## config.mk

```make
export PLATFORM = sky130hd
export DESIGN_NAME = stim_misr_ctrl
export DESIGN_NICKNAME = d
export VERILOG_FILES = /design/src/rtl/stim_misr_ctrl.sv
export SDC_FILE = /design/constraint.sdc
export NUM_CORES = 1
export LEC_CHECK = 0
export ABC_AREA = 1
export BUFFER_PORTS_ARGS = -buffer_cell sky130_fd_sc_hd__buf_2
export CAP_MARGIN = 10
export CORE_MARGIN = 10
export CORE_UTILIZATION = 51
export DETAILED_ROUTE_END_ITERATION = 12
export GPL_TIMING_DRIVEN = 0
export PLACE_DENSITY = 0.77
export SLEW_MARGIN = 20
export SYNTH_ARGS = -nofsm -noshare
export SYNTH_HDL_FRONTEND = slang
export SYNTH_SLANG_ARGS = --single-unit
```

## constraint.sdc

```tcl
create_clock -name I1470_clk -period 1.8 [get_ports I1470_clk]
set_clock_uncertainty 0.2 [all_clocks]
set_input_delay 0.09 -clock I1470_clk [delete_from_list [all_inputs] [get_ports I1470_clk]]
set_output_delay 0.09 -clock I1470_clk [all_outputs]
set_load 0.03 [all_outputs]
```

## src/rtl/stim_misr_ctrl.sv

```systemverilog
// stim_misr_ctrl: LFSR stimulus generator and MISR response compactor
// for a pipelined subcircuit under test.
// A run applies num_pat patterns and then waits PIPE_DEPTH flush cycles.
// Each response is folded into a 16-bit signature exactly PIPE_DEPTH
// cycles after its stimulus was presented.
// Optional feature: define STIM_MISR_GOLDEN_CMP_EN to add the golden input
// and the pass output. pass compares the final signature against golden.
module stim_misr_ctrl #(
  parameter int PAT_W      = 4,  // stimulus width, 1..16
  parameter int PIPE_DEPTH = 2   // pipeline stages in the subcircuit, 1..8
) (
  input  logic              I1470_clk,
  input  logic              I1477_rst,
  input  logic              start,
  input  logic [15:0]       seed,
  input  logic [15:0]       num_pat,
  output logic [PAT_W-1:0]  stim,
  output logic              stim_valid,
  input  logic              resp,
  output logic [15:0]       sig,
  output logic              busy,
  output logic              done
`ifdef STIM_MISR_GOLDEN_CMP_EN
  ,
  input  logic [15:0]       golden,
  output logic              pass
`endif
);

  typedef enum logic [1:0] {
    S_IDLE,
    S_RUN,
    S_FLUSH,
    S_DONE
  } state_t;

  // Both polynomials share the tap set x^16+x^14+x^13+x^11 (bits 15,13,12,10).
  localparam logic [3:0] FLUSH_LAST = 4'(PIPE_DEPTH - 1);

  state_t                r_state;
  state_t                w_next_state;
  logic [15:0]           r_lfsr;
  logic [15:0]           r_pat_cnt;
  logic [3:0]            r_flush_cnt;
  logic [PIPE_DEPTH-1:0] r_vld_dly;
  logic [15:0]           r_sig;
  logic                  w_accept;
  logic                  w_advance;
  logic                  w_cap_en;
  logic                  w_lfsr_fb;
  logic                  w_misr_fb;

  assign w_lfsr_fb = r_lfsr[15] ^ r_lfsr[13] ^ r_lfsr[12] ^ r_lfsr[10];
  assign w_misr_fb = r_sig[15] ^ r_sig[13] ^ r_sig[12] ^ r_sig[10] ^ resp;
  assign w_cap_en  = r_vld_dly[PIPE_DEPTH-1];
  assign sig       = r_sig;

  // State register.
  // NOTE: every clocked block uses non-blocking (<=) assignments. This makes
  // all registers update together from values sampled before the edge.
  always_ff @(posedge I1470_clk or posedge I1477_rst) begin
    if (I1477_rst) r_state <= S_IDLE;
    else           r_state <= w_next_state;
  end

  // Next-state decode and state-derived outputs.
  // NOTE: every signal written here gets a default first. A path that left a
  // signal unassigned would infer a latch.
  always_comb begin
    w_next_state = r_state;
    w_accept     = 1'b0;
    w_advance    = 1'b0;
    stim_valid   = 1'b0;
    busy         = 1'b0;
    done         = 1'b0;
    // stim reads zero until the first run has loaded the LFSR.
    stim         = (r_state == S_IDLE) ? '0 : r_lfsr[PAT_W-1:0];
    unique case (r_state)
      S_IDLE, S_DONE: begin
        done = (r_state == S_DONE);
        if (start) begin
          w_accept     = 1'b1;
          w_next_state = (num_pat == 16'd0) ? S_DONE : S_RUN;
        end
      end
      S_RUN: begin
        stim_valid = 1'b1;
        busy       = 1'b1;
        // The LFSR does not advance on the last pattern, so stim keeps that pattern through FLUSH.
        if (r_pat_cnt == 16'd1) w_next_state = S_FLUSH;
        else                    w_advance    = 1'b1;
      end
      S_FLUSH: begin
        busy = 1'b1;
        if (r_flush_cnt == 4'd0) w_next_state = S_DONE;
      end
      default: w_next_state = S_IDLE;
    endcase
  end

  // LFSR and pattern counter: load on an accepted start, step once per non-final RUN cycle.
  always_ff @(posedge I1470_clk or posedge I1477_rst) begin
    if (I1477_rst) begin
      r_lfsr    <= 16'h0001;
      r_pat_cnt <= 16'd0;
    end else if (w_accept) begin
      // An all-zero seed would lock the LFSR, so it is replaced by 0x0001.
      r_lfsr    <= (seed == 16'd0) ? 16'h0001 : seed;
      r_pat_cnt <= num_pat;
    end else if (w_advance) begin
      r_lfsr    <= {r_lfsr[14:0], w_lfsr_fb};
      r_pat_cnt <= r_pat_cnt - 16'd1;
    end
  end

  // Flush counter: preset during RUN, counts down to zero across FLUSH.
  always_ff @(posedge I1470_clk or posedge I1477_rst) begin
    if (I1477_rst)                                    r_flush_cnt <= 4'd0;
    else if (r_state == S_RUN)                        r_flush_cnt <= FLUSH_LAST;
    else if (r_state == S_FLUSH && r_flush_cnt != 0)  r_flush_cnt <= r_flush_cnt - 4'd1;
  end

  // Capture-enable delay line that matches the subcircuit's pipeline latency.
  // NOTE: this shift register is reset on purpose. A reset during a run must
  // leave no stale enable bits that could corrupt the next signature.
  always_ff @(posedge I1470_clk or posedge I1477_rst) begin
    if (I1477_rst) begin
      r_vld_dly <= '0;
    end else begin
      r_vld_dly[0] <= stim_valid;
      for (int i = 1; i < PIPE_DEPTH; i++) r_vld_dly[i] <= r_vld_dly[i-1];
    end
  end

  // MISR: cleared on an accepted start, folds resp in only when the delayed enable is high.
  always_ff @(posedge I1470_clk or posedge I1477_rst) begin
    if (I1477_rst)     r_sig <= 16'h0000;
    else if (w_accept) r_sig <= 16'h0000;
    else if (w_cap_en) r_sig <= {r_sig[14:0], w_misr_fb};
  end

`ifdef STIM_MISR_GOLDEN_CMP_EN
  // Golden compare: pass is valid only while the final signature is held in DONE.
  assign pass = (r_state == S_DONE) && (r_sig == golden);
`endif

endmodule

```

## Word level (Yosys, flattened, before mapping)

Index checks and enable logic that the tools add are counted.

| storage, ports and cells | value |
|---|---|
| register bits after elaboration | 56 |
| input port bits | 36 |
| output and inout bits | 23 |

| cells by class | value |
|---|---|
| add/subtract/negate cells | 2 |
| eq/ne operators | 7 |
| mux-type cells | 22 |
| bitwise gates (word level) | 7 |
| reduce and logical (&&, ||, !) cells | 12 |

Operators with widths:

| cell | number |
|---|---|
| 16-bit two-way mux | 7 |
| 16-bit logical NOT | 2 |
| 16-bit by 1-bit == test with 1-bit output (second input constant) | 1 |
| 16-bit by 1-bit subtractor with 16-bit output (second input constant) | 1 |
| 4-bit two-way mux | 3 |
| 2-bit two-way mux | 4 |
| 1-bit two-way mux | 7 |
| 1-bit XOR | 7 |
| 2-bit inequality test (second input constant) | 3 |
| 2-bit one-hot mux with 3 select lines | 1 |
| 2-bit nonzero test | 3 |
| 2-bit == test (second input constant) | 2 |
| 4-bit logical NOT | 1 |
| 4-bit nonzero test | 1 |
| 2-bit OR reduction | 2 |
| 4-bit by 1-bit subtractor with 4-bit output (second input constant) | 1 |
| 3-bit AND reduction | 1 |
| 2-bit by 1-bit == test with 1-bit output (second input constant) | 1 |
| 2-bit logical NOT | 1 |
| 1-bit logical AND | 1 |

## Logic depth before layout (Yosys ltp)

| logic depth | value |
|---|---|
| word-level depth | 6 |
| gate-level depth with buffers | 10 |

## Worst setup path before layout

No wires, ideal clock.

| timing | value |
|---|---|
| kind | register to register |
| start | reg r_state[0] |
| end | reg r_sig[12], in the netlist sig[12] |
| library setup time | 0.126 ns |
| arrival time | 1.738 ns |
| path slack | -0.264 ns |
| stages on the path, launching flop included | 9 |
| period minus slack after synthesis | 2.064 ns |
| cell sequence | dfrtp_1 -> inv_1 -> ha_1 -> nor2_1 -> buf_2 -> nor2_1 -> inv_1 -> buf_2 -> o22ai_1 |

| between the ends | value |
|---|---|
| cells in the longest elaborated chain, start to end | 4 |

Ends and longest elaborated chain:

| element | line | source |
|---|---|---|
| from (decl) | 40 | `state_t r_state;` |
| from (signal assigned) | 63 | `else r_state <= w_next_state;` |
| 2-bit == test or 2-bit logical NOT (tied branches) | 78 | `unique case (r_state)` |
| 2-bit OR reduction * | 78 |  |
| 1-bit two-way mux * | 78 |  |
| 16-bit two-way mux or 2-bit nonzero test (tied branches) | n/a |  |
| to (signal assigned) | 139 | `else if (w_cap_en) r_sig <= {r_sig[14:0], w_misr_fb};` |
| to (decl) | 46 | `logic [15:0] r_sig;` |

Every way passes the cells marked *; elsewhere a longest branch is shown, timed or not.
A chain may end at the register's enable or synchronous reset.

## Final worst setup path

| timing | value |
|---|---|
| start | reg r_state[1] |
| end | reg r_pat_cnt[2] |

| between the ends | value |
|---|---|
| cells in the longest elaborated chain, start to end | 4 |

Ends and longest elaborated chain:

| element | line | source |
|---|---|---|
| 2-bit == test or 2-bit logical NOT (tied branches) | 78 |  |
| 2-bit OR reduction | 78 |  |
| 1-bit two-way mux | 78 |  |
| 16-bit two-way mux or 2-bit nonzero test (tied branches) | n/a |  |
| to (signal assigned) | 109 | `r_pat_cnt <= num_pat;` |
| to (signal assigned) | 112 | `r_pat_cnt <= r_pat_cnt - 16'd1;` |
| to (decl) | 43 | `logic [15:0] r_pat_cnt;` |

Parallel ways exist; a longest one is shown, timed or not.

==> reports/qor.yml <==
initialDrtViolationCount: 228
synth_cell_type_count: 31
finalNonFillerCells: 640
whs_endpoint: "r_state[1]"
syn_nets: 487
area_growth_pct: 36.4
synth_largest_area_cell: "dfrtp_1"
crit_arrival_ns: 1.82
cts_root_buf: "clkbuf_8"
hold_viol: 0
crit_start: "r_state[1]"
htree_levels: 2
synth_edf_count: 0
grt_pass1_vias: 3258
hp-class: "primary input to register"
start_util_pct: 52.1
r2r-start: "r_state[1]"
ios: 59
grt_max_degree: 57
synth.avg_cell_area_sq_um: 7.40
violations: "negative setup slack"
ir_drop_mv: 0.979
portBuffers: 58
die_x_microns: 100
path_class: "register to register"
max_freq_mhz: 553
status: "complete, but fails checks"
rows: 29
ant_nets: 0
antennaDiodeCount: 0
reg2reg_depth: 8
syn-cell-area_sq_um: 3270
max_cap_violations: 0
clk_path_buf_depth: 2
drt_first_pass_iters: 6
setup_slack_ns: -0.00870
cp-start-kind: "register"
die-area_sq_um: 10000
synth_ff_type: "dfrtp_1"
clkTransAtPathRegs_ns: 0.11
synthTopCellsByArea: "dfrtp_1 42%, nand2_1 17%, inv_1 5.9%"
finalSetupViolations: 2
synth_top_area_share_pct: 42.1
ys_ff_latch: 56
die_h_microns: 100
clk_latency_ns: 0.32
wl_per_cell_microns: 15.1
antenna_found_initial: 0
place.gp.congestion: 0.864
min_from: "start"
core_area_sq_um: 6280
worst_pin_slew_ns: 0.699
rsz0062_at_grt: "yes"
setup.worst_path.end_class: "register"
ys_seq_area_share_pct: 42.9
grt.total_usage_pct: 18.2
overflow: 0
power_density_nw_per_um2: 1790
pre_cts_slack_ns: -0.391
via_per_inst: 5.24
yosysWarnings: 0
n_fill_cell: 476
hpwl_microns: 6220
async_reset_ff_share_pct: 100
timing.rr.end: "r_pat_cnt[2]"
netlist_instances: 442
min_delay_path_depth: 5
drc: 0
nets: 607
finalCriticalPeriod_ns: 1.81
drv_slew: 0
grt_pass1_wl_microns: 15200
worst_ep_required_time_ns: 1.81
r2r_slack_ns: -0.009
dp.cells: 577
drive_gt1_share_pct: 26.5
numCtsBuffers: 5
num_vias: 3352
clock_sinks: 56
path_max_fanout: 10
cts_tree: "built"
relSlewSlack_pct: 53.4
routed_wirelength_microns: 9650
p_leak_nw: 2.28
period_share_pct: 100
==> where the power goes <==
group,internal (mW),total (mW),leakage (nW),switching [mW]
Sequential,1.76,2.17,0.715,0.410
Clock,0.456,0.906,0.0614,0.450
Combinational,1.96,4.89,1.50,2.93
==> flip-flops by register name, indices dropped and copies added (netlist names) <==
name         flops
r_lfsr          16
r_pat_cnt       16
sig             16
r_flush_cnt      4
r_state          2
r_vld_dly        2
==> stage by stage <==
stage	power (mW)	TNS, ns	instance area, sq um	hold WS (ns)	utilization, %
finish	7.96	-0.0117	4460	0.0719	71.1
global route	8.57	-1.00	4460	0.113	71.1
CTS	7.35	0	4260	0.0679	67.8
detailed placement	6.10	-9.17	3690	0.0551	58.8
global placement	5.99	-41.00	3690	0.126	58.7
floorplan	5.15	0	3300	0.0229	-
==> cells in the final DEF (no fill, tap or decap), drive strengths merged <==
| cell type | instances |
|---|---|
| dlygate4sd3 | 34 |
| nand3b | 2 |
| dfstp | 1 |
| xnor2 | 5 |
| inv | 52 |
| clkbuf | 7 |
| and2 | 2 |
| nand4 | 2 |
| ha | 9 |
| a211oi | 1 |
| xor2 | 4 |
| nand3 | 40 |
| bufinv | 1 |
| nand2 | 155 |
| nor2 | 57 |
| clkinv | 1 |
| a21o | 1 |
| buf | 90 |
| or2 | 1 |
| o22ai | 13 |
| a21oi | 4 |
| o21bai | 2 |
| o21ai | 24 |
| dfrtp | 55 |
==> metal layers <==
metal / vias to the layer above / track usage (%) / part of all wire [%]
met5: - / 0 / 0
met4: 0 / 4.89 / 1.4
met3: 12 / 3.98 / 6.7
met2: 125 / 31.3 / 51
met1: 1590 / 22.4 / 41
li1: 1625 / - / -
==> Yosys cell counts, types with 5 or more instances <==
cell type	n
dfrtp_1	55
xnor2_1	5
o22ai_1	13
nand3_1	38
nor2_2	5
o21ai_2	8
ha_1	9
buf_2	5
nor2_1	50
inv_1	51
o21ai_0	13
nand2_1	150
==> worst max-delay path by stage <==
stage | endpoint | slack [ns]
after CTS | r_pat_cnt[14] | 0.002
after global routing | r_pat_cnt[5] | -0.06
final | r_pat_cnt[2] | -0.009
after detailed placement | r_pat_cnt[3] | -0.39
after floorplan | r_lfsr[5] | 0.005
after global placement | r_lfsr[1] | -0.60
==> what timing repair did <==
action / CTS / global route
hold buffers: 34 / 0
pin swaps: 1 / 8
hold endpoints to repair: 88 / 0
gates resized for setup: 21 / 29
setup endpoints to repair: 46 / 47
buffers inserted: 5 / 16
==> final cells by class <==
| cell class | count | area (sq um) | share of cell area (%) |
|---|---|---|---|
| Timing Repair Buffer | 113 | 788 | 17.7 |
| Multi-Input combinational cell | 322 | 1700 | 38.1 |
| Buffer | 12 | 146 | 3.28 |
| Clock inverter | 2 | 38.8 | 0.869 |
| Sequential cell | 56 | 1410 | 31.6 |
| Tap cell | 77 | 96.3 | 2.16 |
| Clock buffer | 6 | 82.6 | 1.85 |
| Inverter | 52 | 200 | 4.49 |
==> critical path, cell delays in order (launching register included) <==
cell	delay (ns)
dfrtp_1	0.43
inv_2	0.12
ha_4	0.24
nor2_4	0.14
buf_12	0.17
buf_8	0.14
o21ai_0	0.09
nand2_1	0.10
o21ai_2	0.07
==> kinds of logic after synthesis <==
kind of cell             count (synthesis)  synth area share [%]
buffers and inverters                   64                  8.45
AO/OA/AOI/OAI                           45                  8.95
XOR/XNOR                                 9                  2.41
AND/OR/NAND/NOR                        259                  33.9
flip-flops                              56                  42.9
adder cells (fa/ha/maj)                  9                  3.44
(Power assumes the default switching activity.)
